**config.mk**
```make
export PLATFORM = sky130hd
export DESIGN_NAME = led_pattern_gen_flat
export DESIGN_NICKNAME = d
export VERILOG_FILES = /design/src/rtl/led_pattern_gen_if.sv /design/src/rtl/led_pattern_gen.sv /design/src/flat_wrapper.sv
export SDC_FILE = /design/constraint.sdc
export NUM_CORES = 1
export LEC_CHECK = 0
export CAP_MARGIN = 30
export CORE_MARGIN = 1.5
export CORE_UTILIZATION = 45
export CTS_CLUSTER_SIZE = 25
export DETAILED_ROUTE_END_ITERATION = 12
export GPL_TIMING_DRIVEN = 0
export PLACE_DENSITY = 0.7
export SLEW_MARGIN = 20
export SYNTH_ARGS = -nofsm -noshare
export SYNTH_HDL_FRONTEND = slang
export SYNTH_SLANG_ARGS = --single-unit
```
**constraint.sdc**
```tcl
create_clock -name CLK -period 5.5 [get_ports CLK]
set_input_delay 0.825 -clock CLK [delete_from_list [all_inputs] [get_ports CLK]]
set_output_delay 0.825 -clock CLK [all_outputs]
set_load 0.01 [all_outputs]
```
**src/rtl/led_pattern_gen_if.sv**
```systemverilog
// Pattern-select inputs and LED/heartbeat outputs of led_pattern_gen.
interface led_pattern_gen_if #(
    parameter int unsigned N_LEDS = 5
);
    logic [1:0]        MODE;
    logic              PAUSE;
    logic [N_LEDS-1:0] LED;
    logic              TICK;

    // Board-level driver of mode/pause, observer of the LEDs
    modport master (
        output MODE,
        output PAUSE,
        input  LED,
        input  TICK
    );

    // Pattern generator side
    modport slave (
        input  MODE,
        input  PAUSE,
        output LED,
        output TICK
    );
endinterface

```
**src/rtl/led_pattern_gen.sv**
```systemverilog
// LED pattern generator: prescaled step tick drives one of four pattern
// engines (binary count, bounce scan, PWM breathe, blink) onto N_LEDS outputs.
module led_pattern_gen #(
    parameter int unsigned N_LEDS     = 5,
    parameter int unsigned PRESCALE_W = 20,
    parameter int unsigned PWM_W      = 4
) (
    input  logic              CLK,
    input  logic              RST_N,
    led_pattern_gen_if.slave  bus
);

    localparam int unsigned POS_W = (N_LEDS > 1) ? $clog2(N_LEDS) : 1;

    localparam logic [1:0] MODE_COUNT   = 2'd0;
    localparam logic [1:0] MODE_SCAN    = 2'd1;
    localparam logic [1:0] MODE_BREATHE = 2'd2;
    localparam logic [1:0] MODE_BLINK   = 2'd3;

    localparam logic DIR_UP   = 1'b0;
    localparam logic DIR_DOWN = 1'b1;

    localparam logic [POS_W-1:0]      POS_ONE   = POS_W'(1);
    localparam logic [POS_W-1:0]      POS_LAST  = POS_W'(N_LEDS - 1);
    localparam logic [N_LEDS-1:0]     LED_ONE   = N_LEDS'(1);
    localparam logic [PWM_W-1:0]      LVL_ONE   = PWM_W'(1);
    localparam logic [PRESCALE_W-1:0] PRESC_ONE = PRESCALE_W'(1);

    // Prescaler and tick
    logic [PRESCALE_W-1:0] r_presc;
    logic                  r_tick;
    logic                  w_tick_int;

    // Mode tracking
    logic [1:0]            r_mode_q;
    logic                  w_mode_chg;

    // Pattern state
    logic [N_LEDS-1:0]     r_step;
    logic [POS_W-1:0]      r_pos;
    logic                  r_dir;
    logic [PWM_W-1:0]      r_level;
    logic                  r_blink;
    logic [PWM_W-1:0]      r_pwm_cnt;

    // Next pattern state on a tick
    logic [N_LEDS-1:0]     w_step_nxt;
    logic [POS_W-1:0]      w_pos_nxt;
    logic                  w_dir_nxt;
    logic [PWM_W-1:0]      w_level_nxt;
    logic                  w_blink_nxt;

    // LED drive
    logic [N_LEDS-1:0]     r_led;
    logic [N_LEDS-1:0]     w_led_nxt;

    assign w_tick_int = (r_presc == '1) && !bus.PAUSE;
    assign w_mode_chg = (bus.MODE != r_mode_q);

    assign bus.LED  = r_led;
    assign bus.TICK = r_tick;

    // Prescaler counts while running; TICK is the registered terminal count
    always_ff @(posedge CLK or negedge RST_N) begin
        if (!RST_N) begin
            r_presc <= '0;
            r_tick  <= 1'b0;
        end else begin
            if (!bus.PAUSE) begin
                r_presc <= r_presc + PRESC_ONE;
            end
            r_tick <= w_tick_int;
        end
    end

    // Advance only the engine that is currently selected
    always_comb begin
        w_step_nxt  = r_step;
        w_pos_nxt   = r_pos;
        w_dir_nxt   = r_dir;
        w_level_nxt = r_level;
        w_blink_nxt = r_blink;
        case (r_mode_q)
            MODE_COUNT: begin
                w_step_nxt = r_step + LED_ONE;
            end
            MODE_SCAN: begin
                // Bounce without repeating the end LED; a single LED stays put
                if (N_LEDS > 1) begin
                    if (r_dir == DIR_UP) begin
                        if (r_pos == POS_LAST) begin
                            w_dir_nxt = DIR_DOWN;
                            w_pos_nxt = r_pos - POS_ONE;
                        end else begin
                            w_pos_nxt = r_pos + POS_ONE;
                        end
                    end else begin
                        if (r_pos == '0) begin
                            w_dir_nxt = DIR_UP;
                            w_pos_nxt = r_pos + POS_ONE;
                        end else begin
                            w_pos_nxt = r_pos - POS_ONE;
                        end
                    end
                end
            end
            MODE_BREATHE: begin
                // Triangle ramp reversing at full scale and at zero
                if (r_dir == DIR_UP) begin
                    if (r_level == '1) begin
                        w_dir_nxt   = DIR_DOWN;
                        w_level_nxt = r_level - LVL_ONE;
                    end else begin
                        w_level_nxt = r_level + LVL_ONE;
                    end
                end else begin
                    if (r_level == '0) begin
                        w_dir_nxt   = DIR_UP;
                        w_level_nxt = r_level + LVL_ONE;
                    end else begin
                        w_level_nxt = r_level - LVL_ONE;
                    end
                end
            end
            default: begin
                w_blink_nxt = ~r_blink;
            end
        endcase
    end

    // Mode register and pattern state: a mode change restarts the pattern
    // and swallows any tick landing on the same edge
    always_ff @(posedge CLK or negedge RST_N) begin
        if (!RST_N) begin
            r_mode_q <= MODE_COUNT;
            r_step   <= '0;
            r_pos    <= '0;
            r_dir    <= DIR_UP;
            r_level  <= '0;
            r_blink  <= 1'b0;
        end else begin
            r_mode_q <= bus.MODE;
            if (w_mode_chg) begin
                r_step  <= '0;
                r_pos   <= '0;
                r_dir   <= DIR_UP;
                r_level <= '0;
                r_blink <= 1'b0;
            end else if (w_tick_int) begin
                r_step  <= w_step_nxt;
                r_pos   <= w_pos_nxt;
                r_dir   <= w_dir_nxt;
                r_level <= w_level_nxt;
                r_blink <= w_blink_nxt;
            end
        end
    end

    // PWM phase counter free-runs, pause or not, so breathe keeps dimming
    always_ff @(posedge CLK or negedge RST_N) begin
        if (!RST_N) begin
            r_pwm_cnt <= '0;
        end else begin
            r_pwm_cnt <= r_pwm_cnt + LVL_ONE;
        end
    end

    // Map the pattern state of the registered mode onto the LEDs
    always_comb begin
        w_led_nxt = '0;
        case (r_mode_q)
            MODE_COUNT:   w_led_nxt = r_step;
            MODE_SCAN:    w_led_nxt = LED_ONE << r_pos;
            MODE_BREATHE: w_led_nxt = {N_LEDS{(r_pwm_cnt < r_level)}};
            default:      w_led_nxt = {N_LEDS{r_blink}};
        endcase
    end

    // LED output register; frozen state keeps LEDs steady while paused
    always_ff @(posedge CLK or negedge RST_N) begin
        if (!RST_N) begin
            r_led <= '0;
        end else begin
            r_led <= w_led_nxt;
        end
    end

endmodule

```
**src/flat_wrapper.sv**
```systemverilog
// flat-port wrapper written by rule: the top's interface ports become plain ports
module led_pattern_gen_flat 
#(
    parameter int unsigned N_LEDS     = 5,
    parameter int unsigned PRESCALE_W = 20,
    parameter int unsigned PWM_W      = 4
)
  (CLK, RST_N, bus_MODE, bus_PAUSE, bus_LED, bus_TICK);
  led_pattern_gen_if #(.N_LEDS(N_LEDS)) bus_i ();
  input  logic CLK;
  input  logic RST_N;
  input wire logic [$bits(bus_i.MODE)-1:0] bus_MODE;
  input wire logic [$bits(bus_i.PAUSE)-1:0] bus_PAUSE;
  output wire logic [$bits(bus_i.LED)-1:0] bus_LED;
  output wire logic [$bits(bus_i.TICK)-1:0] bus_TICK;
  assign bus_i.MODE = bus_MODE;
  assign bus_i.PAUSE = bus_PAUSE;
  assign bus_LED = bus_i.LED;
  assign bus_TICK = bus_i.TICK;
  led_pattern_gen #(.N_LEDS(N_LEDS), .PRESCALE_W(PRESCALE_W), .PWM_W(PWM_W)) u_core (.CLK(CLK), .RST_N(RST_N), .bus(bus_i));
endmodule
```
==> results of run 1 <==
[logic make-up (layout without fill, tap and decap cells)]
family                     Yosys count  after routing  synth area share (%)
buffers and inverters               19             36                  3.53
adders and majority gates           18             18                  9.07
muxes                                7              7                  2.92
DFF                                 46             46                  46.4
AOI/OAI and AO/OA                   36             36                  9.22
xor gates and xnor gates            29             29                  10.2
and+or+nand+nor                     78             78                  18.6
[cells in the mapped netlist (all sizes together) (2+ instances only)]
cell type  instances
dfrtp             46
xnor2             23
ha                18
nor2              18
nand2             16
a21oi             15
inv               14
nand4              9
nand3              7
o21ai              6
xor2               6
mux2i              5
a221oi             4
nor2b              4
nand2b             3
nand3b             3
nor3               3
or4                3
and3               2
and4               2
buf                2
clkbuf             2
mux2               2
nor3b              2
nor4               2
o31ai              2
[worst max-delay path: stages (launching register included)]
cell     delay [ns]
dfrtp_1        0.42
nand4_2        0.25
nor4_2         0.49
and4_1         0.40
mux2_1         0.35
nor2_1         0.11
[sequential cells by signal (all words and copies together), names as in the netlist]
name	flops
u_core.bus.LED	5
u_core.bus.TICK	1
u_core.r_blink	1
u_core.r_dir	1
u_core.r_level	4
u_core.r_mode_q	2
u_core.r_pos	3
u_core.r_presc	20
u_core.r_pwm_cnt	4
u_core.r_step	5
[metal layers]
layer  vias to the layer above  global-route usage (%)  wire length, um
met5                         -                       0                0
met1                       826                    20.5             2030
met3                         7                    3.21              106
li1                        841                       -                -
met2                        17                    27.6             2080
met4                         0                    6.55               76
[worst paths after layout]
kind | to | slack [ns] | cells past startpoint
worst max-delay path | u_core.r_pos[2]$_DFFE_PN0P_ | 3.40 | 5
worst min-delay path | u_core.r_pwm_cnt[0]$_DFF_PN0_ | 0.41 | 1
worst max register to register | u_core.r_pos[2]$_DFFE_PN0P_ | 3.40 | 5
worst min register to register | u_core.r_pwm_cnt[0]$_DFF_PN0_ | 0.47 | 1
max in group asynchronous | u_core.r_pos[1]$_DFFE_PN0P_ | 4.61 | 2
min in group CLK | u_core.r_pwm_cnt[0]$_DFF_PN0_ | 0.47 | 1
[power groups by stage]
stage	Clock (mW)	Sequential [mW]	Combinational [mW]
after floorplan	0	0.396	0.0629
after global placement	0	0.399	0.0889
after detailed placement	0	0.400	0.0927
after CTS	0.200	0.394	0.0928
after global routing	0.214	0.399	0.103
final	0.193	0.394	0.0910
[per-stage QoR]
| step | util (%) | power (mW) | setup WS (ns) |
|---|---|---|---|
| 2_1_floorplan | - | 0.459 | 3.49 |
| 3_3_place_gp | 51.1 | 0.488 | 2.37 |
| 3_5_place_dp | 51.4 | 0.493 | 3.21 |
| 4_1_cts | 52.9 | 0.687 | 3.37 |
| 5_1_grt | 52.9 | 0.715 | 3.26 |
| 6_report | 52.9 | 0.678 | 3.40 |
[area by class of cell]
cell class	count	area (um^2)
repair buffers	10	105
flip-flops and latches	46	1150
inverters	14	52.6
clock buffers	5	68.8
plain buffers	5	35.0
well taps	70	87.6
fillers	477	2450
multi-input cells	168	1240
clock inverters	2	10.0
==> results by group, run 1 <==
Flow run
  – Max cap viols: 0

Synth
  – Ys async rst share: between 90% and 100%
  – Post-synthesis net count: 256
  – Top cell type's share of synthesized area: between 40% and 50%
  – Synth Flop Type: dfrtp_1
  – Post-synth top area cell: dfrtp_1
  – Yosys Warn Count: 0
  – #FFs+latches synth: 46
  – Synth Area per Inst: 10.7 um^2
  – Gate count of the mapped netlist: 233
  – EDFF count, synth: 0
  – Cell variety after synth: 45
  – Syn Std Cell Area: roughly 2500 um^2
  – Sequential share of the synthesized area: 46.4%
  – Top post-synthesis cells by area: dfrtp_1 46%, ha_1 9.1%, xnor2_1 8.1%

Timing
  – Final setup viols: 0
  – Minimum hold slack: between 0.4 and 0.5 ns
  – Post-Route Setup TNS: 0 ns
  – Slew headroom: a little under 70%
  – RSZ-0062 raised after global routing: no
  – Slew Limit Fails: 0
  – Final period util: roughly two fifths
  – Achievable Freq: 0.476 GHz
  – Skew final: a little over 0.008 ns
  – Fin. Hold Viols: 0
  – Min Tclk post-route: between 2 and 2.5 ns
  – Tightest Pin Transition: 0.469 ns

GRT
  – Initial antenna violation count: 0
  – Vias in the first global route: 1,697
  – Pin count of the biggest net entering global routing: 33
  – Grt ovf: 0
  – First-pass GRT wire length: 7660 um
  – Gr usage total: 16.4%

Clock tree
  – TritonCTS Buffers: 5
  – Root Buffer: clkbuf_8
  – Clock Latency Late Sink: 0.30 ns
  – CTS sink cnt: 46
  – Cts repair resizes: 0
  – Htree depth: 2
  – Hold_buf cts: 0
  – Setup bufs post-CTS: 0
  – Clk buf depth: 2
  – CTS tree: built
  – CTS clk-pin slew, worst paths: about 0.080 ns

Setup path
  – Crit-path max FO: 6
  – Crit end category: flop
  – Crit path required time: 5.72 ns
  – Worst EP arrival: approximately 2.3 ns
  – Crit path launch: u_core.r_presc[3]$_DFFE_PN0N_
  – Critical Path Source Type: flop
  – Reg2Reg Launch Point: u_core.r_presc[3]$_DFFE_PN0N_
  – Critical path class: flop to flop

Run status
  – Status: finished clean

Power and ir drop
  – Pwr/cell area: 246 nW/um^2
  – Leak: 1.23 nW
  – Seq pwr share: around 58%
  – Comb pwr share: 13.4%
  – VDD IR-drop max: 0.201 mV
  – Internal: 496 uW
  – Clock group share of total power: 28.5%
  – Switching portion of total power: between 20% and 30%
  – Sw Pwr: roughly 180 uW

Final layout
  – Number of diodes: 0
  – Most common cell after layout, fill and taps aside: dfrtp_1
  – Proportion of layout cells with a drive suffix above 1: under 10%
  – Final Instance Count excl. Fillers: 320
  – Cell area after layout: 2750 um^2
  – Fin nets: approximately 270
  – Area delta synth->final: 10.9%
  – Most frequent cells in the layout: 46 x dfrtp_1, 23 x xnor2_1, 18 x nor2_1, 18 x ha_1, 16 x nand2_1

Placement
  – Port Buffers: 9
  – RePlAce Congestion: 0.758
  – Inst Count DP: 313
  – Placed cell areas: 2680 um^2
  – Dpl hpwl: 3180 um

Die
  – Die Width: 77.3 um
  – Initial Util: 47.7%
  – Cell Rows: 26
  – CORE AREA: around 5200 um^2
  – Die Area: 5970 um^2
  – Chip Height: 77.3 um
  – I/O Pins: 11

Hold path
  – HP Class: primary input to async pin

Detailed routing
  – DR pass1 iterations: 4
  – Avg Vias per Cell: between 5 and 6
  – Via count: 1,691
  – Average wire per standard cell: 13.4 um
  – DRC: 0
  – Drt total wl: 4290 um
  – Initial DRC Count: 71
  – Post-DRT Antenna Nets: 0
(Power assumes the default switching activity.)
==> run 2: changes to the inputs <==
==> constraint.sdc (replaced) <==
create_clock -name CLK -period 2 [get_ports CLK]
set_input_delay 0.3 -clock CLK [delete_from_list [all_inputs] [get_ports CLK]]
set_output_delay 0.3 -clock CLK [all_outputs]
set_load 0.01 [all_outputs]
==> run 2 against run 1 <==
Against the previous run: sequential cell count did not move; final area grew 0.86%; first-iteration DRC count grew 18%; die area unchanged; clock power increased to 2.7 times the previous value; critical endpoint unchanged; largest power group unchanged.
==> results by group, run 2 (same netlist as run 1, synthesis figures left out) <==
Setup path
  – Crit-path leading delay family: simple AND/OR/NAND/NOR gates
  – Reg2Reg Launch Point: u_core.r_presc[3]$_DFFE_PN0N_
  – Crit-path max FO: 6 (unchanged)
  – Critical path's largest stage delay: 0.42 ns (-0.07 ns)
  – Critical path class: flop to flop
  – Crit path required time: 2.22 ns (-3.50 ns)
  – Critical Path Source Type: flop
  – Reg-to-reg endpoint: u_core.r_pos[2]$_DFFE_PN0P_
  – Buf/Inv on CP: 0 (unchanged)
  – Reg2Reg Depth: 5 (unchanged)
  – Worst EP arrival: 2.06 ns (-0.26 ns)
  – CP cell instances: nand4_2, nor4_4, and4_2, mux2_1, nor2_1
  – Worst path slowest cell: dfrtp_1
  – Crit end category: flop
  – Flop-to-flop setup slack: 0.16 ns (-3.24 ns)

Die
  – Die Area: 5970 um^2 (unchanged)
  – I/O Pins: 11 (unchanged)
  – Die Width: 77.3 um (unchanged)
  – Initial Util: 47.7% (unchanged)
  – CORE AREA: 5200 um^2 (unchanged)
  – Chip Height: 77.3 um (unchanged)
  – Cell Rows: 26 (unchanged)

Placement
  – Inst Count DP: 313 (unchanged)
  – Port Buffers: 9 (unchanged)
  – RePlAce Congestion: 0.758 (unchanged)
  – Dpl hpwl: 3180 um (unchanged)

Clock tree
  – Root Buffer: clkbuf_8
  – TritonCTS Buffers: 5 (unchanged)
  – CTS sink cnt: 46 (unchanged)
  – CTS clk-pin slew, worst paths: 0.08 ns (about the same)
  – Clk buf depth: 2 (unchanged)
  – Clock Latency Late Sink: 0.30 ns (about the same)
  – CTS tree: built
  – Htree depth: 2 (unchanged)

Final layout
  – Proportion of layout cells with a drive suffix above 1: 8.76% (+0.76 points)
  – Final Instance Count excl. Fillers: 321 (+0.31%)
  – Most common cell after layout, fill and taps aside: dfrtp_1
  – Largest Register: u_core.r_presc
  – Fin nets: 274 (+0.37%)
  – Area delta synth->final: 11.9%
  – Most frequent cells in the layout: 46 x dfrtp_1, 23 x xnor2_1, 18 x nor2_1, 18 x ha_1, 16 x nand2_1
  – Max reg flops: 20 (unchanged)
  – Number of diodes: 0 (unchanged)

Hold path
  – HP Class: primary input to flop
  – WHS Endpoint: u_core.r_presc[0]$_DFFE_PN0N_
  – Min-delay src: bus_PAUSE
  – Hold path cells: 2

Timing
  – Min Tclk post-route: 1.84 ns (-0.258 ns)
  – Minimum hold slack: 0.251 ns (-0.162 ns)
  – Fin. Hold Viols: 0 (unchanged)
  – Slew Limit Fails: 0 (unchanged)
  – RSZ-0062 raised after global routing: no
  – Achievable Freq: 0.543 GHz (+14%)
  – Slew headroom: 69.4% (+0.89 points)
  – Final period util: 92.1% (+54 points)
  – Skew final: 0.00659 ns (-0.00169 ns)
  – Final setup viols: 0 (unchanged)
  – Tightest Pin Transition: 0.453 ns (-0.0159 ns)

Detailed routing
  – Via count: 1,687 (-0.24%)
  – DRC: 0 (unchanged)
  – Initial DRC Count: 84 (+18%)
  – Avg Vias per Cell: 5.26 (-0.55%)
  – Drt total wl: 4290 um (about the same)
  – DR pass1 iterations: 4 (unchanged)
  – Average wire per standard cell: 13.4 um (-0.22%)
  – Post-DRT Antenna Nets: 0 (unchanged)

Flow run
  – Max cap viols: 0 (unchanged)

Power and ir drop
  – Leak: 1.25 nW (+2.1%)
  – Pwr/cell area: 670 nW/um^2 (+170%)
  – VDD IR-drop max: 0.562 mV (+180%)

GRT
  – Initial antenna violation count: 0 (unchanged)
  – Vias in the first global route: 1,691 (-0.35%)
  – Gr usage total: 16.4% (-0.025 points)
  – Grt ovf: 0 (unchanged)
  – First-pass GRT wire length: 7640 um (-0.27%)
  – Pin count of the biggest net entering global routing: 33 (unchanged)

Run status
  – Status: finished clean
-- run 2: metal layers --
metal  up-vias  routed length (um)  global-route usage, %
met5         -                   0                      0
met4         0                  76                   6.55
met3         7                 132                   3.21
met2        24                2090                   27.5
met1       811                2000                   20.5
li1        845                   -                      -
-- run 2: metrics by stage --
stage	utilization (%)	setup slack [ns]	TNS [ns]	total power, mW	area (um^2)
floorplan	-	0.240	0	1.26	2480
global placement	51.1	-0.610	-27.92	1.34	2660
detailed placement	51.4	-0.0538	-0.0538	1.36	2680
CTS	53.3	0.0331	0	1.89	2770
global route	53.4	0.0352	0	1.96	2780
finish	53.4	0.158	0	1.86	2780
-- run 2: worst reg2reg max path, stage by stage, from the launching register on --
cell and delay, ns:
dfrtp_1 0.42, nand4_2 0.27, nor4_4 0.28, and4_2 0.35
mux2_1 0.34, nor2_1 0.11
-- run 2: cell type report --
| class | instances | area (um^2) |
|---|---|---|
| Sequential cell | 46 | 1150 |
| Buffer | 4 | 31.3 |
| Timing Repair Buffer | 12 | 123 |
| Clock inverter | 2 | 10.0 |
| Inverter | 14 | 52.6 |
| Tap cell | 70 | 87.6 |
| Clock buffer | 5 | 68.8 |
| Multi-Input combinational cell | 168 | 1250 |
| Fill cell | 472 | 2430 |
-- run 2: worst max-delay path by stage --
stage	start	to	slack (ns)	cells after the start
floorplan	u_core.r_presc[10]$_DFFE_PN0N_	u_core.r_pos[2]$_DFFE_PN0P_	0.24	5
global placement	RST_N	u_core.r_presc[11]$_DFFE_PN0N_	-0.61	1
detailed placement	u_core.r_presc[3]$_DFFE_PN0N_	u_core.r_pos[2]$_DFFE_PN0P_	-0.05	5
CTS	u_core.r_presc[10]$_DFFE_PN0N_	u_core.r_pos[2]$_DFFE_PN0P_	0.03	5
global route	u_core.r_presc[3]$_DFFE_PN0N_	u_core.r_level[2]$_DFFE_PN0P_	0.04	5
finish	u_core.r_presc[3]$_DFFE_PN0N_	u_core.r_pos[2]$_DFFE_PN0P_	0.16	5
-- run 2: what timing repair did --
action / CTS / global route
pin swaps: 1 / 1
endpoints found under the hold margin: 14 / 0
setup buffers: 0 / 1
gates resized for setup: 2 / 0
hold buffers: 1 / 0
endpoints found under the setup margin: 1 / 3
-- run 2: power breakdown --
part,internal [mW],switching [mW]
Clock,0.235,0.294
Sequential,1.01,0.0779
Combinational,0.121,0.127
==> run 3: changes to the inputs <==
--- a/config.mk
+++ b/config.mk
@@ -6,7 +6,7 @@
 export NUM_CORES = 1
 export LEC_CHECK = 0
 export CAP_MARGIN = 30
-export CORE_MARGIN = 1.5
+export CORE_MARGIN = 3
 export CORE_UTILIZATION = 45
 export CTS_CLUSTER_SIZE = 25
 export DETAILED_ROUTE_END_ITERATION = 12
==> constraint.sdc (replaced) <==
create_clock -name CLK -period 2.2 [get_ports CLK]
set_input_delay 0.33 -clock CLK [delete_from_list [all_inputs] [get_ports CLK]]
set_output_delay 0.33 -clock CLK [all_outputs]
set_load 0.01 [all_outputs]
==> run 3 against run 2 <==
Against the previous run: core utilization barely moved; clock power about the same; clock skew rose by 0.00098 ns; critical path depth is the same; clock-buffer cell count did not move; wire length grew 0.96%; hold slack got worse by 0.24 ns; power shrank 6.3%; sequential share of layout area barely moved; non-clock buffer count down 1.
==> results by group, run 3 (same netlist as run 1, synthesis figures left out) <==
Clock tree
  – Setup bufs post-CTS: 0 (unchanged)
  – CTS sink cnt: 46 (unchanged)
  – Root Buffer: clkbuf_8
  – Htree depth: 2 (unchanged)
  – Hold_buf cts: 0 (-1)
  – Clock Latency Late Sink: 0.30 ns (about the same)
  – CTS clk-pin slew, worst paths: 0.09 ns (about the same)
  – TritonCTS Buffers: 5 (unchanged)
  – CTS tree: built
  – Clk buf depth: 2 (unchanged)
  – Cts repair resizes: 0 (-2)

Setup path
  – Crit path required time: 2.43 ns (+0.21 ns)
  – Crit-path max FO: 5 (-1)
  – Crit end category: flop
  – Critical Path Source Type: flop
  – Worst EP arrival: 2.29 ns (+0.23 ns)
  – Critical path class: flop to flop

Die
  – I/O Pins: 11 (unchanged)
  – Cell Rows: 26 (unchanged)
  – Die Area: 6440 um^2 (+7.9%)
  – CORE AREA: 5200 um^2 (unchanged)
  – Chip Height: 80.3 um (+3.9%)
  – Die Width: 80.3 um (+3.9%)
  – Initial Util: 47.7% (unchanged)

Hold path
  – HP Class: primary input to async pin

GRT
  – Initial antenna violation count: 0 (unchanged)
  – Gr usage total: 15.3% (-1.1 points)
  – Vias in the first global route: 1,646 (-2.7%)
  – First-pass GRT wire length: 7600 um (-0.46%)
  – Grt ovf: 0 (unchanged)
  – Pin count of the biggest net entering global routing: 25 (-24%)

Detailed routing
  – DR pass1 iterations: 4 (unchanged)
  – Initial DRC Count: 92 (+9.5%)
  – Via count: 1,669 (-1.1%)
  – Drt total wl: 4330 um (+0.96%)
  – Post-DRT Antenna Nets: 0 (unchanged)
  – Average wire per standard cell: 13.5 um (+0.96%)
  – DRC: 0 (unchanged)
  – Avg Vias per Cell: 5.20 (-1.1%)

Final layout
  – Number of diodes: 0 (unchanged)
  – Fin nets: 273 (-0.36%)
  – Most frequent cells in the layout: 46 x dfrtp_1, 23 x xnor2_1, 18 x nor2_1, 18 x ha_1, 16 x nand2_1
  – End-of-flow core utilization: 53.3% (about the same)
  – Proportion of layout cells with a drive suffix above 1: 8.37% (-0.40 points)
  – Cell area after layout: 2780 um^2 (about the same)
  – Area delta synth->final: 11.8% (about the same)
  – Largest Register: u_core.r_presc
  – Final Instance Count excl. Fillers: 321 (unchanged)
  – Max reg flops: 20 (unchanged)
  – Most common cell after layout, fill and taps aside: dfrtp_1

Timing
  – Post-Route Setup TNS: 0 ns (unchanged)
  – Min Tclk post-route: 2.06 ns (+0.221 ns)
  – Slew Limit Fails: 0 (unchanged)
  – Final setup viols: 0 (unchanged)
  – Tightest Pin Transition: 0.557 ns (+0.104 ns)
  – Slew headroom: 62.8% (-6.5 points)
  – Fin. Hold Viols: 0 (unchanged)
  – RSZ-0062 raised after global routing: no
  – Final period util: 93.8% (+1.7 points)
  – Achievable Freq: 0.485 GHz (-11%)
  – Skew final: 0.00756 ns (+0.000975 ns)

Flow run
  – Max cap viols: 0 (unchanged)

Power and ir drop
  – Pwr Total: 1.74 mW (-6.3%)
  – VDD IR-drop max: 0.348 mV (-38%)
  – Pwr/cell area: 628 nW/um^2 (-6.2%)
  – Leak: 1.23 nW (-1.7%)

Placement
  – Dpl hpwl: 3240 um (+1.8%)
  – Inst Count DP: 313 (unchanged)
  – Port Buffers: 9 (unchanged)
  – Placed cell areas: 2680 um^2 (+0.28%)
  – RePlAce Congestion: 0.792 (+4.5%)

Run status
  – Status: finished clean
## run 3: cell type report
class                           instances  area, um^2
Sequential cell                        46        1150
Clock buffer                            5        68.8
Multi-Input combinational cell        168        1240
Clock inverter                          3        25.0
Fill cell                             475        2430
Inverter                               14        52.6
Buffer                                  5        35.0
Timing Repair Buffer                   10         113
Tap cell                               70        87.6
## run 3: stage by stage
| step | hold WS (ns) | worst slack (ns) |
|---|---|---|
| after floorplan | 0.0344 | 0.440 |
| after global placement | 0.461 | -0.461 |
| after detailed placement | 0.357 | 0.188 |
| after CTS | 0.0192 | 0.159 |
| after global routing | 0.0383 | 0.0170 |
| final | 0.00968 | 0.137 |
## run 3: worst paths after layout
kind,startpoint,end,slack (ns),cells after the start
worst max-delay path,u_core.r_presc[10]$_DFFE_PN0N_,u_core.r_pos[2]$_DFFE_PN0P_,0.14,5
worst min-delay path,RST_N,u_core.r_pwm_cnt[1]$_DFF_PN0_,0.01,1
worst max register to register,u_core.r_presc[10]$_DFFE_PN0N_,u_core.r_pos[2]$_DFFE_PN0P_,0.14,5
worst min register to register,u_core.r_pwm_cnt[0]$_DFF_PN0_,u_core.r_pwm_cnt[0]$_DFF_PN0_,0.47,1
max in group asynchronous,RST_N,u_core.r_presc[7]$_DFFE_PN0N_,1.69,2
min in group CLK,bus_PAUSE,u_core.r_presc[0]$_DFFE_PN0N_,0.29,2
## run 3: layer usage
metal,track usage [%],vias up,part of all wire (%)
li1,-,843,-
met1,20.1,792,48
met2,24.6,25,47
met3,3.36,9,2.8
met4,5.57,0,1.8
met5,0,-,0
## run 3: critical path, stage by stage, from the launching register on
cell and delay, ns:
dfrtp_1 0.47, nand4_4 0.17, nor4_2 0.52, and4_1 0.39, mux2_1 0.35, nor2_1 0.09
## run 3: power breakdown
group / total, mW / internal (mW) / switching (mW)
logic: 0.230 / 0.112 / 0.118
clock network: 0.529 / 0.229 / 0.300
registers: 0.984 / 0.915 / 0.0695
